===== config.mk =====
export PLATFORM = sky130hd
export DESIGN_NAME = om_sel_stage_flat
export DESIGN_NICKNAME = d
export VERILOG_FILES = /design/src/rtl/om_pkg.sv /design/src/rtl/om_sel_stage_if.sv /design/src/rtl/om_sel.sv /design/src/rtl/om_sel_stage.sv /design/src/flat_wrapper.sv
export SDC_FILE = /design/constraint.sdc
export NUM_CORES = 1
export LEC_CHECK = 0
export BUFFER_PORTS_ARGS = -buffer_cell sky130_fd_sc_hd__buf_2
export CAP_MARGIN = 10
export CORE_UTILIZATION = 40
export CTS_CLUSTER_SIZE = 30
export DETAILED_ROUTE_END_ITERATION = 10
export GPL_TIMING_DRIVEN = 1
export MAX_ROUTING_LAYER = met4
export PLACE_DENSITY = 0.74
export SYNTH_ARGS = -nofsm -noshare
export SYNTH_HDL_FRONTEND = slang
export SYNTH_SLANG_ARGS = --single-unit

===== constraint.sdc =====
create_clock -name clk -period 3.2 [get_ports clk]
set_input_delay 0.48 -clock clk [delete_from_list [all_inputs] [get_ports clk]]
set_output_delay 0.48 -clock clk [all_outputs]
set_load 0.02 [all_outputs]

===== src/rtl/om_pkg.sv =====
// Shared constants for the online-multiplier selection stages.
// This package holds the digit codes, the FSM encoding and the selection thresholds.
package om_pkg;

  localparam logic [1:0] DIG_POS  = 2'b10;
  localparam logic [1:0] DIG_NEG  = 2'b01;
  localparam logic [1:0] DIG_ZERO = 2'b00;

  localparam logic [1:0] ST_IDLE = 2'd0;
  localparam logic [1:0] ST_INIT = 2'd1;
  localparam logic [1:0] ST_RUN  = 2'd2;
  localparam logic [1:0] ST_DONE = 2'd3;

  // Estimate thresholds, in units of 1/4
  localparam logic signed [3:0] SEL_HI = 4'sd2;
  localparam logic signed [3:0] SEL_LO = -4'sd3;

  function automatic int cnt_width(input int n, input int d);
    int m;
    m = (n > d) ? n : d;
    return $clog2(m + 1);
  endfunction

endpackage


===== src/rtl/om_sel_stage_if.sv =====
// Residual in / digit-and-residual out bundle of one selection stage.
interface om_sel_stage_if;
  logic       in_valid;
  logic [6:0] Ws_in;
  logic [6:0] Wc_in;
  logic [1:0] z;
  logic       z_valid;
  logic [5:0] Ws_out;
  logic [5:0] Wc_out;

  modport master (output in_valid, Ws_in, Wc_in, input z, z_valid, Ws_out, Wc_out);
  modport slave  (input in_valid, Ws_in, Wc_in, output z, z_valid, Ws_out, Wc_out);
endinterface


===== src/rtl/om_sel.sv =====
// Digit selection from the 4-bit residual estimate (sum of top fields, units of 1/4).
module om_sel
  import om_pkg::*;
(
  input  logic [3:0] ws_hi_i,
  input  logic [3:0] wc_hi_i,
  output logic [1:0] z_o
);

  logic signed [3:0] v;

  assign v = ws_hi_i + wc_hi_i;

  always_comb begin
    if (v >= SEL_HI) begin
      z_o = DIG_POS;
    end else if (v <= SEL_LO) begin
      z_o = DIG_NEG;
    end else begin
      z_o = DIG_ZERO;
    end
  end

endmodule


===== src/rtl/om_sel_stage.sv =====
// Online-multiplier selection stage: DELTA warm-up iterations, then N registered
// product digits with the shifted residual forwarded to the next iteration.
module om_sel_stage
  import om_pkg::*;
#(
  parameter int N     = 8,
  parameter int DELTA = 3
) (
  input  logic           clk,
  input  logic           rst,
  input  logic           start,
  om_sel_stage_if.slave  bus,
  output logic           busy,
  output logic           done
);

  localparam int CW = cnt_width(N, DELTA);

  logic [1:0]    state_q, state_d;
  logic [CW-1:0] cnt_q, cnt_d;
  logic [1:0]    z_q, z_d;
  logic          zv_q, zv_d;
  logic [5:0]    ws_q, ws_d;
  logic [5:0]    wc_q, wc_d;
  logic [1:0]    z_sel;
  logic [6:0]    w_mod;

  om_sel u_sel (
    .ws_hi_i (bus.Ws_in[6:3]),
    .wc_hi_i (bus.Wc_in[6:3]),
    .z_o     (z_sel)
  );

  // Remove the selected digit at weight 2^5; bit6 is dropped afterwards for the x2 shift
  always_comb begin
    case (z_sel)
      DIG_POS: w_mod = bus.Ws_in - 7'b0100000;
      DIG_NEG: w_mod = bus.Ws_in + 7'b0100000;
      default: w_mod = bus.Ws_in;
    endcase
  end

  always_comb begin
    state_d = state_q;
    cnt_d   = cnt_q;
    z_d     = z_q;
    zv_d    = 1'b0;
    ws_d    = ws_q;
    wc_d    = wc_q;
    case (state_q)
      ST_IDLE: begin
        if (start) begin
          state_d = ST_INIT;
          cnt_d   = '0;
        end
      end
      ST_INIT: begin
        if (bus.in_valid) begin
          z_d  = DIG_ZERO;
          ws_d = bus.Ws_in[5:0];
          wc_d = bus.Wc_in[5:0];
          if (cnt_q == CW'(DELTA - 1)) begin
            state_d = ST_RUN;
            cnt_d   = '0;
          end else begin
            cnt_d = cnt_q + CW'(1);
          end
        end
      end
      ST_RUN: begin
        if (bus.in_valid) begin
          z_d  = z_sel;
          zv_d = 1'b1;
          ws_d = w_mod[5:0];
          wc_d = bus.Wc_in[5:0];
          if (cnt_q == CW'(N - 1)) begin
            state_d = ST_DONE;
            cnt_d   = '0;
          end else begin
            cnt_d = cnt_q + CW'(1);
          end
        end
      end
      default: begin
        state_d = ST_IDLE;
      end
    endcase
  end

  always_ff @(posedge clk or posedge rst) begin
    if (rst) begin
      state_q <= ST_IDLE;
      cnt_q   <= '0;
      z_q     <= DIG_ZERO;
      zv_q    <= 1'b0;
      ws_q    <= '0;
      wc_q    <= '0;
    end else begin
      state_q <= state_d;
      cnt_q   <= cnt_d;
      z_q     <= z_d;
      zv_q    <= zv_d;
      ws_q    <= ws_d;
      wc_q    <= wc_d;
    end
  end

  assign bus.z       = z_q;
  assign bus.z_valid = zv_q;
  assign bus.Ws_out  = ws_q;
  assign bus.Wc_out  = wc_q;
  assign busy        = (state_q == ST_INIT) || (state_q == ST_RUN);
  assign done        = (state_q == ST_DONE);

endmodule


===== src/flat_wrapper.sv =====
// flat-port wrapper written by rule: the top's interface ports become plain ports
module om_sel_stage_flat import om_pkg::*;
#(
  parameter int N     = 8,
  parameter int DELTA = 3
)
  (clk, rst, start, busy, done, bus_in_valid, bus_Ws_in, bus_Wc_in, bus_z, bus_z_valid, bus_Ws_out, bus_Wc_out);
  om_sel_stage_if bus_i ();
  input  logic clk;
  input  logic rst;
  input  logic start;
  output logic busy;
  output logic done;
  input wire logic [$bits(bus_i.in_valid)-1:0] bus_in_valid;
  input wire logic [$bits(bus_i.Ws_in)-1:0] bus_Ws_in;
  input wire logic [$bits(bus_i.Wc_in)-1:0] bus_Wc_in;
  output wire logic [$bits(bus_i.z)-1:0] bus_z;
  output wire logic [$bits(bus_i.z_valid)-1:0] bus_z_valid;
  output wire logic [$bits(bus_i.Ws_out)-1:0] bus_Ws_out;
  output wire logic [$bits(bus_i.Wc_out)-1:0] bus_Wc_out;
  assign bus_i.in_valid = bus_in_valid;
  assign bus_i.Ws_in = bus_Ws_in;
  assign bus_i.Wc_in = bus_Wc_in;
  assign bus_z = bus_i.z;
  assign bus_z_valid = bus_i.z_valid;
  assign bus_Ws_out = bus_i.Ws_out;
  assign bus_Wc_out = bus_i.Wc_out;
  om_sel_stage #(.N(N), .DELTA(DELTA)) u_core (.clk(clk), .rst(rst), .start(start), .bus(bus_i), .busy(busy), .done(done));
endmodule

After elaboration in Yosys (flattened, before gate mapping)
Cells that the tools add are included.

Magnitude comparators: 2. Reductions and logical operators: 9. Equality and inequality tests: 12. $add $sub $neg: 4. Muxes and demuxes: 23.

Operators by type and width (count): $pmux 6 s2 (2); $mux 4 (5); $mux 2 (8); $mux 6 (2); $pmux 4 s3 (1); $add 6x6->6 const B (1); $eq 2x2->1 const B (3); $ne 2x2->1 const B (3); $pmux 2 s3 (1); $sub 6x6->6 const B (1); $reduce_and 5->1 (1); $add 4x1->4 const B (1); $add 4x4->4 (1); $eq 2x1->1 const B (2); $eq 4x2->1 const B (1); $eq 4x3->1 const B (1); $ge 4x3->1 const B (1); $le 4x3->1 const B (1); $ne 2x1->1 const B (2); $pmux 2 s2 (1); $reduce_and 4->1 (1); $mux 1 (3); $reduce_and 3->1 (1); $reduce_bool 3->1 (1); other kinds (5) (5).

Output and inout port bits: 17. Input bits: 18. Bits in registers: 21.

Longest topological paths before layout
Gate-level depths: netlist of run 1.

Word-level depth: 8. Gate-level depth with buffers: 8. Gate-level depth less buffers: 7.

Cells and area by module
Synthesis of run 1 repeated with hierarchy kept, for this count alone.

Cell total of the unflattened synthesis: 101. Area total of the unflattened synthesis: 1196.1 um^2.

By module, submodules not included: om_sel_stage (cells each 79, seq. area each 525.5 um^2, instances 1, area an instance 1011.0 um^2); om_sel (cells each 22, seq. area each 0.0 um^2, instances 1, area an instance 185.2 um^2).

Least setup slack after synthesis of run 1
No wires, ideal clock.

Path type: input port to flip-flop. Start point: input port bus_Wc_in[3]. End point: register u_core.ws_q[5], in the netlist u_core.bus.Ws_out[5]. Data arrival time: 1740 ps. Setup slack: 1329 ps. Library setup time: 131 ps. Required time: 3069 ps. Path buffers: 0. Stages: 6. Path through: ha_1 fa_1 xor2_1 or2_2 o2111ai_1 nand3_1.

Longest elaborated chain between the ends: 8. Elaborated cells on any way between the ends: 10.

RTL lines: from (decl) (line flat_wrapper.sv:16) `input wire logic [$bits(bus_i.Wc_in)-1:0] bus_Wc_in;`; $add 4x4->4 * (line om_sel.sv:12) `assign v = ws_hi_i + wc_hi_i;`; $le 4x3->1 (line om_sel.sv:17) `end else if (v <= SEL_LO) begin`; $mux 1 (line om_sel.sv:17); $mux 2 * (line om_sel.sv:15) `if (v >= SEL_HI) begin`; $eq 2x1->1 or $eq 2x2->1 (tied branches) (line om_sel_stage.sv:36) `case (z_sel)`; $pmux 6 s2 * (line om_sel_stage.sv:36); $mux 6 * (line om_sel_stage.sv:71) `if (bus.in_valid) begin`; $pmux 6 s2 * (line om_sel_stage.sv:50) `case (state_q)`; to (signal assigned) (line om_sel_stage.sv:103) `ws_q <= ws_d;`; to (decl) (line om_sel_stage.sv:23) `logic [5:0] ws_q, ws_d;`.

Mark *: on every way between the ends. The rest lies on a longest branch, timed or not. The select of a mux whose other input is x is not followed. A chain may end at the register's enable or synchronous reset.

Worst setup path in the final report of run 1
Start point: register u_core.state_q[0]. End point: register u_core.cnt_q[1].

Longest elaborated chain between the ends: 3. Elaborated cells on any way between the ends: 9.

RTL lines: from (decl) (line om_sel_stage.sv:19) `logic [1:0] state_q, state_d;`; from (signal assigned) (line om_sel_stage.sv:99) `state_q <= state_d;`; $eq 2x1->1, or another cell as far along (line om_sel_stage.sv:50); $ne 2x2->1 (no line) or $reduce_bool 3->1 (tied branches); $reduce_and 4->1 (no line); to (signal assigned) (line om_sel_stage.sv:100) `cnt_q <= cnt_d;`; to (decl) (line om_sel_stage.sv:20) `logic [CW-1:0] cnt_q, cnt_d;`.

Parallel ways exist; a longest one is shown, timed or not.

==> results_dict.tcl, run 1 <==
set metrics [dict create \
    num_io_pins 35 \
    drive_gt1_frac 0.3986 \
    synth_edf_count 0 \
    cts_resized 0 \
    cp-end-kind "register" \
    powerDensity_mw_per_mm2 943.6 \
    grt_max_degree 22 \
    cp.arrival_ps 2220 \
    postSynthAreaPerCell_um2 11.30 \
    fin_nets 168 \
    synthesis.nets 130 \
    synth.most_common_cell "dfrtp_1" \
    intPower_mw 0.7244 \
    dieHeight_um 55.41 \
    ir_drop_mv 0.5224 \
    hold_buffers 0 \
    cts_max_path_buffers 2 \
    start_kind "register" \
    cts_tree "done" \
    crit_fanout 8 \
    max_freq_mhz 506.0 \
    synth_cells 101 \
    hp-class "primary input to asynchronous set/reset pin" \
    yosysWarnings 0 \
    drtAntennaViolNets 0 \
    slew_viol_final 0 \
    clk_pin_slew_ps 120 \
    tightest_slew_ps 774.8 \
    p_leak_nw 0.6825 \
    grt_setup_unrepaired "false" \
    firstDrtPassIters 2 \
    period_needed_ps 1976 \
    final-hold-violation-count 0 \
    clk_latency_ps 310 \
    place_congestion 0.7745 \
    num_antenna_cells 0 \
    dp.cells 165 \
    synth_top_cell_by_area "dfrtp_1" \
    die_area_mm2 0.003070 \
    ys.flop_type "dfrtp_1" \
    reg2reg_depth 7 \
    ys_ff_latch 21 \
    root_buffer "clkbuf_4" \
    finalSetupViolCount 0 \
    cts-htree-levels 1 \
    dpl.hpwl_um 1677 \
    period_share 0.6176 \
    path_class "register to register" \
    synthArstFlopShare 1.000 \
    power_mw 1.289 \
    post_cts.repair.setup_buffers 0 \
    switching_power_mw 0.5649 \
    num_rows 19 \
    p_comb_frac 0.547 \
    initial_core_util 0.4174 \
    grt_pass1_wl_um 3967 \
    netlist_top_cells_area "dfrtp_1, ha_1, mux2_2" \
    seq_area_frac_synth 0.4605 \
    wl_per_cell_um 12.71 \
    cts.sinks 21 \
    vias 877 \
    p_clk_frac 0.098 \
    synth_top_area_share 0.4605 \
    netlist_area_mm2 0.001141 \
    cts_buffers 3 \
    synth_cell_types 28 \
    fp.coreArea_mm2 0.002734 \
    wirelength_um 2148 \
    overflow 0 \
    switching_share 0.4381 \
    portBuffers 34 \
    skew_ps 14.61 \
    area.growth.synth_to_final_pct 19.74 \
    grt.total_usage 0.1701 \
    required_ps 3440 \
    die_w_um 55.41 \
    seqPwrFrac 0.355 \
    synthTopCellsByCount "dfrtp_1, nand2_1, mux2_2, ha_1" \
    drt_iter0_markers 15 \
    fin_util 0.4998 \
    instances_no_fill 169 \
    avgViaCountPerCell 5.189 \
    maxCapViolCount 0 \
    antenna_found_initial 0 \
    tns_ps 0 \
    grt_pass1_vias 904 \
    status "finished clean" \
    drc_errors 0 \
    fill_cells 248 \
    maxSlewHeadroom 0.4829 \
]
==> worst max-delay path, stage by stage (launching register included) <==
cell and delay [ps]:
dfrtp_1 480, inv_1 100, ha_1 320, nor2_1 200
o211ai_1 220, nor3b_1 310, nand2b_1 130, o21ai_0 170
==> power by group through the flow <==
stage	clock, mW	combinational, mW	sequential (mW)
global placement	0	0.689	0.451
floorplan	0	0.410	0.569
finish	0.127	0.705	0.458
detailed placement	0	0.708	0.460
CTS	0.132	0.710	0.458
global route	0.140	0.775	0.477
==> final timing paths <==
check	from	endpoint	slack (ps)
min in group clk	bus_Wc_in[2]	u_core.bus.Wc_out[2]	390
setup reg to reg	u_core.state_q[0]	u_core.cnt_q[1]	1220
setup / recovery	u_core.state_q[0]	u_core.cnt_q[1]	1220
max in group asynchronous	rst	u_core.state_q[1]	2420
hold reg to reg	u_core.bus.z[1]	u_core.bus.z[1]	500
hold / removal	rst	u_core.cnt_q[1]	280
==> placed cells by master, fill, tap and decap left out <==
master	synthesis	layout
o31ai_1	1	1
a32o_1	1	1
mux2_2	11	11
nand3_1	3	3
nand2_1	12	12
or3b_1	1	1
nor3_1	1	1
clkbuf_4	0	3
a21oi_1	2	2
o21ai_2	1	1
clkinv_2	0	1
o221ai_2	1	1
and2_1	1	1
or2_2	2	2
o21ai_0	6	6
inv_1	6	6
buf_2	0	34
ha_1	10	10
o211ai_1	2	2
nand2b_1	2	2
nor3b_1	2	2
a21oi_2	1	1
dfrtp_1	21	21
and3_1	1	1
nor2_1	4	4
o21bai_1	1	1
o2111ai_1	2	2
fa_1	1	1
mux2_4	1	1
xor2_1	3	3
==> sequential cells by signal, summed over array words and instances (netlist names) <==
register / count
u_core.cnt_q: 4
u_core.bus.z: 2
u_core.bus.Wc_out: 6
u_core.bus.Ws_out: 6
u_core.state_q: 2
u_core.bus.z_valid: 1
==> metal layers <==
metal / part of all wire / GRT usage / wire [um]
met4: 0.036 / 0.08929 / 77
met3: 0.064 / 0.04684 / 138
met5: 0 / - / 0
met1: 0.44 / 0.1948 / 948
met2: 0.46 / 0.2719 / 984
==> final cells by class <==
cell class              instances  area (um^2)  share of cell area
well taps                      31        38.79             0.02839
multi-input cells              73        581.8              0.4258
inverters                       6        22.52             0.01648
repair buffers                 34        170.2              0.1245
clock inverters                 1        5.005            0.003663
flip-flops and latches         21        525.5              0.3846
clock buffers                   3        22.52             0.01648
==> metrics by stage <==
stage	area [um^2]	setup slack (ps)	hold WS, ps
2_1_floorplan	1141	1329	456.5
3_3_place_gp	1339	1168	467.7
3_5_place_dp	1339	1154	485.1
4_1_cts	1366	1223	308.0
5_1_grt	1366	910.2	351.3
6_report	1366	1224	284.7
==> logic make-up (layout without fill, tap and decap cells) <==
group,after synthesis,count (layout),share of synthesized area
and+or+nand+nor,29,29,0.1239
AOI/OAI and AO/OA,18,18,0.1140
buffers and inverters,7,44,0.02960
xor gates and xnor gates,3,3,0.02303
adders and majority gates,11,11,0.1272
DFF,21,21,0.4605
muxes,12,12,0.1217
No activity file was read; power rests on OpenSTA's default activity.
==> inputs of run 2 (changes only) <==
--- a/config.mk
+++ b/config.mk
@@ -12,7 +12,7 @@
 export DETAILED_ROUTE_END_ITERATION = 10
 export GPL_TIMING_DRIVEN = 1
 export MAX_ROUTING_LAYER = met4
-export PLACE_DENSITY = 0.74
+export PLACE_DENSITY = 0.76
 export SYNTH_ARGS = -nofsm -noshare
 export SYNTH_HDL_FRONTEND = slang
 export SYNTH_SLANG_ARGS = --single-unit
==> constraint.sdc (replaced) <==
create_clock -name clk -period 1.7 [get_ports clk]
set_input_delay 0.255 -clock clk [delete_from_list [all_inputs] [get_ports clk]]
set_output_delay 0.255 -clock clk [all_outputs]
set_load 0.02 [all_outputs]
==> run 2 against run 1 <==
Against the previous run:
- combinational power grew 110%
- sequential power grew 81%
- worst setup slack lost 1200 ps
- first-iteration DRC count shrank 27%
- critical endpoint is now u_core.state_q[1]
- largest cell class unchanged
==> results_dict.tcl, run 2 (synthesis results as in run 1) <==
set metrics [dict create \
    area.growth.synth_to_final_pct 28.18 \
    reg2reg_slack_ps 50 \
    maxSlewHeadroom 0.7099 \
    num_rows 19 \
    period_share 0.9683 \
    crit_start "u_core.cnt_q[0]" \
    cts_max_path_buffers 2 \
    seqPwrFrac 0.323 \
    portBuffers 34 \
    avgViaCountPerCell 5.122 \
    drtAntennaViolNets 0 \
    num_antenna_cells 0 \
    clk_pin_slew_ps 110 \
    p_clk_frac 0.090 \
    vias 922 \
    initial_core_util 0.4174 \
    maxCapViolCount 0 \
    drc_errors 0 \
    holdWs_ps 175.0 \
    finalSetupViolCount 0 \
    dp.cells 174 \
    r2r_start "u_core.cnt_q[0]" \
    max_freq_mhz 607.5 \
    instances_no_fill 180 \
    endpoint "u_core.state_q[1]" \
    intPower_mw 1.495 \
    firstDrtPassIters 4 \
    overflow 0 \
    num_io_pins 35 \
    path_class "register to register" \
    reg2reg_depth 6 \
    fp.coreArea_mm2 0.002734 \
    power_mw 2.576 \
    fin_util 0.5350 \
    p_leak_nw 0.7315 \
    status "finished clean" \
    p_comb_frac 0.588 \
    antenna_found_initial 0 \
    skew_ps 5.351 \
    dpl.hpwl_um 1756 \
    grt_pass1_wl_um 4050 \
    start_kind "register" \
    root_buffer "clkbuf_4" \
    slew_viol_final 0 \
    tns_ps 0 \
    fin_nets 179 \
    worst_r2r_endpoint "u_core.state_q[1]" \
    layout_commonest_cell "buf_2" \
    place_congestion 0.8441 \
    period_needed_ps 1646 \
    powerDensity_mw_per_mm2 1761 \
    cp.arrival_ps 1850 \
    cp-end-kind "register" \
    switching_share 0.4195 \
    wl_per_cell_um 12.14 \
    die_w_um 55.41 \
    final_cell_mix "buf_2, dfrtp_1, nand2_1" \
    grt_pass1_vias 986 \
    final-hold-violation-count 0 \
    cts-htree-levels 1 \
    wirelength_um 2185 \
    die_area_mm2 0.003070 \
    dieHeight_um 55.41 \
    drt_iter0_markers 11 \
    grt_max_degree 22 \
    grt_setup_unrepaired "true" \
    cts.sinks 21 \
    grt.total_usage 0.1700 \
    drive_gt1_frac 0.4564 \
    crit_fanout 2 \
    cts_buffers 3 \
    switching_power_mw 1.081 \
    clk_latency_ps 300 \
    cts_tree "done" \
    ir_drop_mv 1.085 \
    required_ps 1900 \
    hp-class "primary input to register" \
    tightest_slew_ps 435.0 \
]
[run 2: cell types whose count changed in the layout (fill, tap and decap cells not counted), moves of 2 or more]
cell	delta
ha_1	-2
buf_4	+10
o21ai_1	+3
o21ai_0	-3
ha_2	+2
[run 2: final cells by class]
class,instances,area (um^2)
Sequential cell,21,525.5
Multi-Input combinational cell,73,594.3
Tap cell,31,38.79
Inverter,6,22.52
Timing Repair Buffer,45,255.2
Clock buffer,4,26.28
Fill cell,230,1271
[run 2: metal layers]
layer | vias up | track usage | share of wire
met1 | 441 | 0.1884 | 0.43
met3 | 4 | 0.05152 | 0.049
met5 | - | - | 0
met2 | 24 | 0.2857 | 0.50
li1 | 453 | - | -
met4 | 0 | 0.06786 | 0.013
[run 2: per-stage QoR]
stage | area [um^2] | setup WS, ps
2_1_floorplan | 1141 | 19.33
3_3_place_gp | 1406 | -88.54
3_5_place_dp | 1406 | -143.4
4_1_cts | 1455 | 22.90
5_1_grt | 1463 | -38.00
6_report | 1463 | 53.94
[run 2: power groups by stage]
stage,Clock [mW],Sequential [mW],Combinational (mW)
after floorplan,0,1.07,0.771
after global placement,0,0.838,1.42
after detailed placement,0,0.851,1.46
after CTS,0.241,0.834,1.50
after global routing,0.268,0.864,1.65
final,0.231,0.831,1.51
[run 2: worst min-delay path by stage]
stage	startpoint	end	slack, ps	cells after the start
after floorplan	rst	u_core.bus.Wc_out[0]	230	1
after global placement	rst	u_core.cnt_q[0]	290	3
after detailed placement	rst	u_core.bus.Wc_out[0]	300	3
after CTS	bus_Ws_in[2]	u_core.bus.Ws_out[2]	170	2
after global routing	bus_Ws_in[0]	u_core.bus.Ws_out[0]	160	2
final	bus_Ws_in[2]	u_core.bus.Ws_out[2]	180	2
[run 2: timing repair]
| action | CTS | global route |
|---|---|---|
| setup buffers | 1 | 0 |
| setup endpoints to repair | 9 | 11 |
| resized for setup | 1 | 6 |
| hold buffers | 1 | 0 |
| pin swaps | 0 | 1 |
| endpoints found under the hold margin | 21 | 0 |
[run 2: worst max-delay path, stage by stage, from the launching register on]
cell and delay [ps]:
dfrtp_1 390, inv_1 60, ha_1 130, or3b_1 360
a21oi_2 180, o221ai_2 130, mux2_4 300
==> inputs of run 3 (changes only) <==
--- a/config.mk
+++ b/config.mk
@@ -7,12 +7,12 @@
 export LEC_CHECK = 0
 export BUFFER_PORTS_ARGS = -buffer_cell sky130_fd_sc_hd__buf_2
 export CAP_MARGIN = 10
-export CORE_UTILIZATION = 40
+export CORE_UTILIZATION = 45
 export CTS_CLUSTER_SIZE = 30
 export DETAILED_ROUTE_END_ITERATION = 10
 export GPL_TIMING_DRIVEN = 1
 export MAX_ROUTING_LAYER = met4
-export PLACE_DENSITY = 0.76
+export PLACE_DENSITY = 0.83
 export SYNTH_ARGS = -nofsm -noshare
 export SYNTH_HDL_FRONTEND = slang
 export SYNTH_SLANG_ARGS = --single-unit
==> run 3 against run 2 <==
Against the previous run:
- die area is 11% lower
- hold slack improved by 8.5 ps
- clock skew decreased by 2.4 ps
- total power is 5.3% higher
- utilization rose by 13 points
- worst setup slack hardly changed
- cell count unchanged
- sequential share of layout area fell by 1.5 points
- clock power hardly changed
- routed wire length increased by 4.7%
- largest cell class unchanged
- largest power group unchanged
- highest routed layer unchanged
==> results_dict.tcl, run 3 (synthesis results as in run 1) <==
set metrics [dict create \
    p_leak_nw 0.7502 \
    reg2reg_depth 6 \
    overflow 0 \
    area.growth.synth_to_final_pct 34.32 \
    grt_pass1_vias 888 \
    period_share 0.9683 \
    cts_buffers 3 \
    grt.total_usage 0.1979 \
    num_rows 17 \
    finalSetupViolCount 0 \
    critical_path.top_delay_family "flip-flops" \
    num_antenna_cells 0 \
    drtAntennaViolNets 0 \
    powerDensity_mw_per_mm2 1771 \
    hold_path_depth 2 \
    path_buf_inv 2 \
    wl_per_cell_um 12.71 \
    cp_cell_sequence "inv_1, ha_1, buf_2" \
    dp.cells 173 \
    final-hold-violation-count 0 \
    clk_latency_ps 290 \
    drive_gt1_frac 0.4934 \
    fin_area_mm2 0.001533 \
    slew_viol_final 0 \
    required_ps 1440 \
    max_freq_mhz 607.5 \
    final_cell_mix "buf_2, dfrtp_1, nand2_1, buf_4, mux2_2" \
    portBuffers 34 \
    drc_errors 0 \
    cp-end-kind "output port" \
    tightest_slew_ps 268.0 \
    hp-class "primary input to register" \
    start_kind "register" \
    status "finished clean" \
    cts-htree-levels 1 \
    fin_nets 182 \
    fin_util 0.6672 \
    path_class "register to output port" \
    avgViaCountPerCell 5.211 \
    cts_max_path_buffers 2 \
    crit_cells 3 \
    instances_no_fill 180 \
    cts.sinks 21 \
    grt_max_degree 22 \
    slowest_stage "dfrtp_2" \
    fp.coreArea_mm2 0.002297 \
    layout_commonest_cell "buf_2" \
    maxSlewHeadroom 0.8205 \
    cts_tree "done" \
    crit_fanout 5 \
    wirelength_um 2287 \
    dieHeight_um 52.36 \
    place_area_mm2 0.001418 \
    skew_ps 2.990 \
    initial_core_util 0.4967 \
    die_w_um 52.36 \
    dpl.hpwl_um 1854 \
    firstDrtPassIters 4 \
    ir_drop_mv 1.218 \
    root_buffer "clkbuf_4" \
    tns_ps 0 \
    cp_slowest_stage_delay_ps 450 \
    grt_setup_unrepaired "true" \
    grt_pass1_wl_um 3822 \
    cp.arrival_ps 1390 \
    drt_iter0_markers 12 \
    num_io_pins 35 \
    place_congestion 0.7983 \
    die_area_mm2 0.002741 \
    clk_pin_slew_ps 110 \
    period_needed_ps 1646 \
    vias 938 \
    maxCapViolCount 0 \
    antenna_found_initial 0 \
]
run 3: path summary, 6_finish.rpt:
path	start	to	slack (ps)
max	u_core.state_q[1]	busy	50
min	bus_Wc_in[2]	u_core.bus.Wc_out[2]	180
max reg2reg	u_core.cnt_q[0]	u_core.state_q[1]	60
min reg2reg	u_core.bus.z[1]	u_core.bus.z[1]	500
max in group asynchronous	rst	u_core.state_q[1]	950
min in group asynchronous	rst	u_core.bus.Ws_out[4]	520
run 3: layer usage:
| metal | GRT usage | vias up | share of wire |
|---|---|---|---|
| met5 | - | - | 0 |
| met2 | 0.3608 | 22 | 0.56 |
| met3 | 0.06377 | 2 | 0.047 |
| li1 | - | 458 | - |
| met1 | 0.2072 | 456 | 0.39 |
| met4 | 0.03947 | 0 | 0.0061 |
run 3: cell type report:
type / count / area, um^2
tap: 28 / 35.03
clock buffer: 4 / 26.28
inverter: 6 / 22.52
multi-input combinational: 73 / 639.4
fill: 193 / 764.5
timing repair buffer: 48 / 281.5
sequential: 21 / 528.0
run 3: where the power goes:
group          switching (mW)  total (mW)  internal (mW)
clock                   0.140       0.232         0.0913
combinational           0.869        1.62          0.751
sequential              0.137       0.861          0.725
run 3: timing repair:
action / in CTS / in global routing
hold buffers: 1 / 0
resized for setup: 1 / 16
endpoints found under the hold margin: 21 / 0
setup buffers: 0 / 3
pin swaps: 0 / 5
setup endpoints to repair: 5 / 11
run 3: per-stage QoR:
stage	setup slack [ps]	total power, mW	hold WS, ps
floorplan	19.33	1.842	231.5
global placement	-95.34	2.257	289.4
detailed placement	-160.2	2.328	298.6
CTS	-31.35	2.577	174.3
global route	-34.05	2.931	158.7
finish	53.91	2.714	183.5
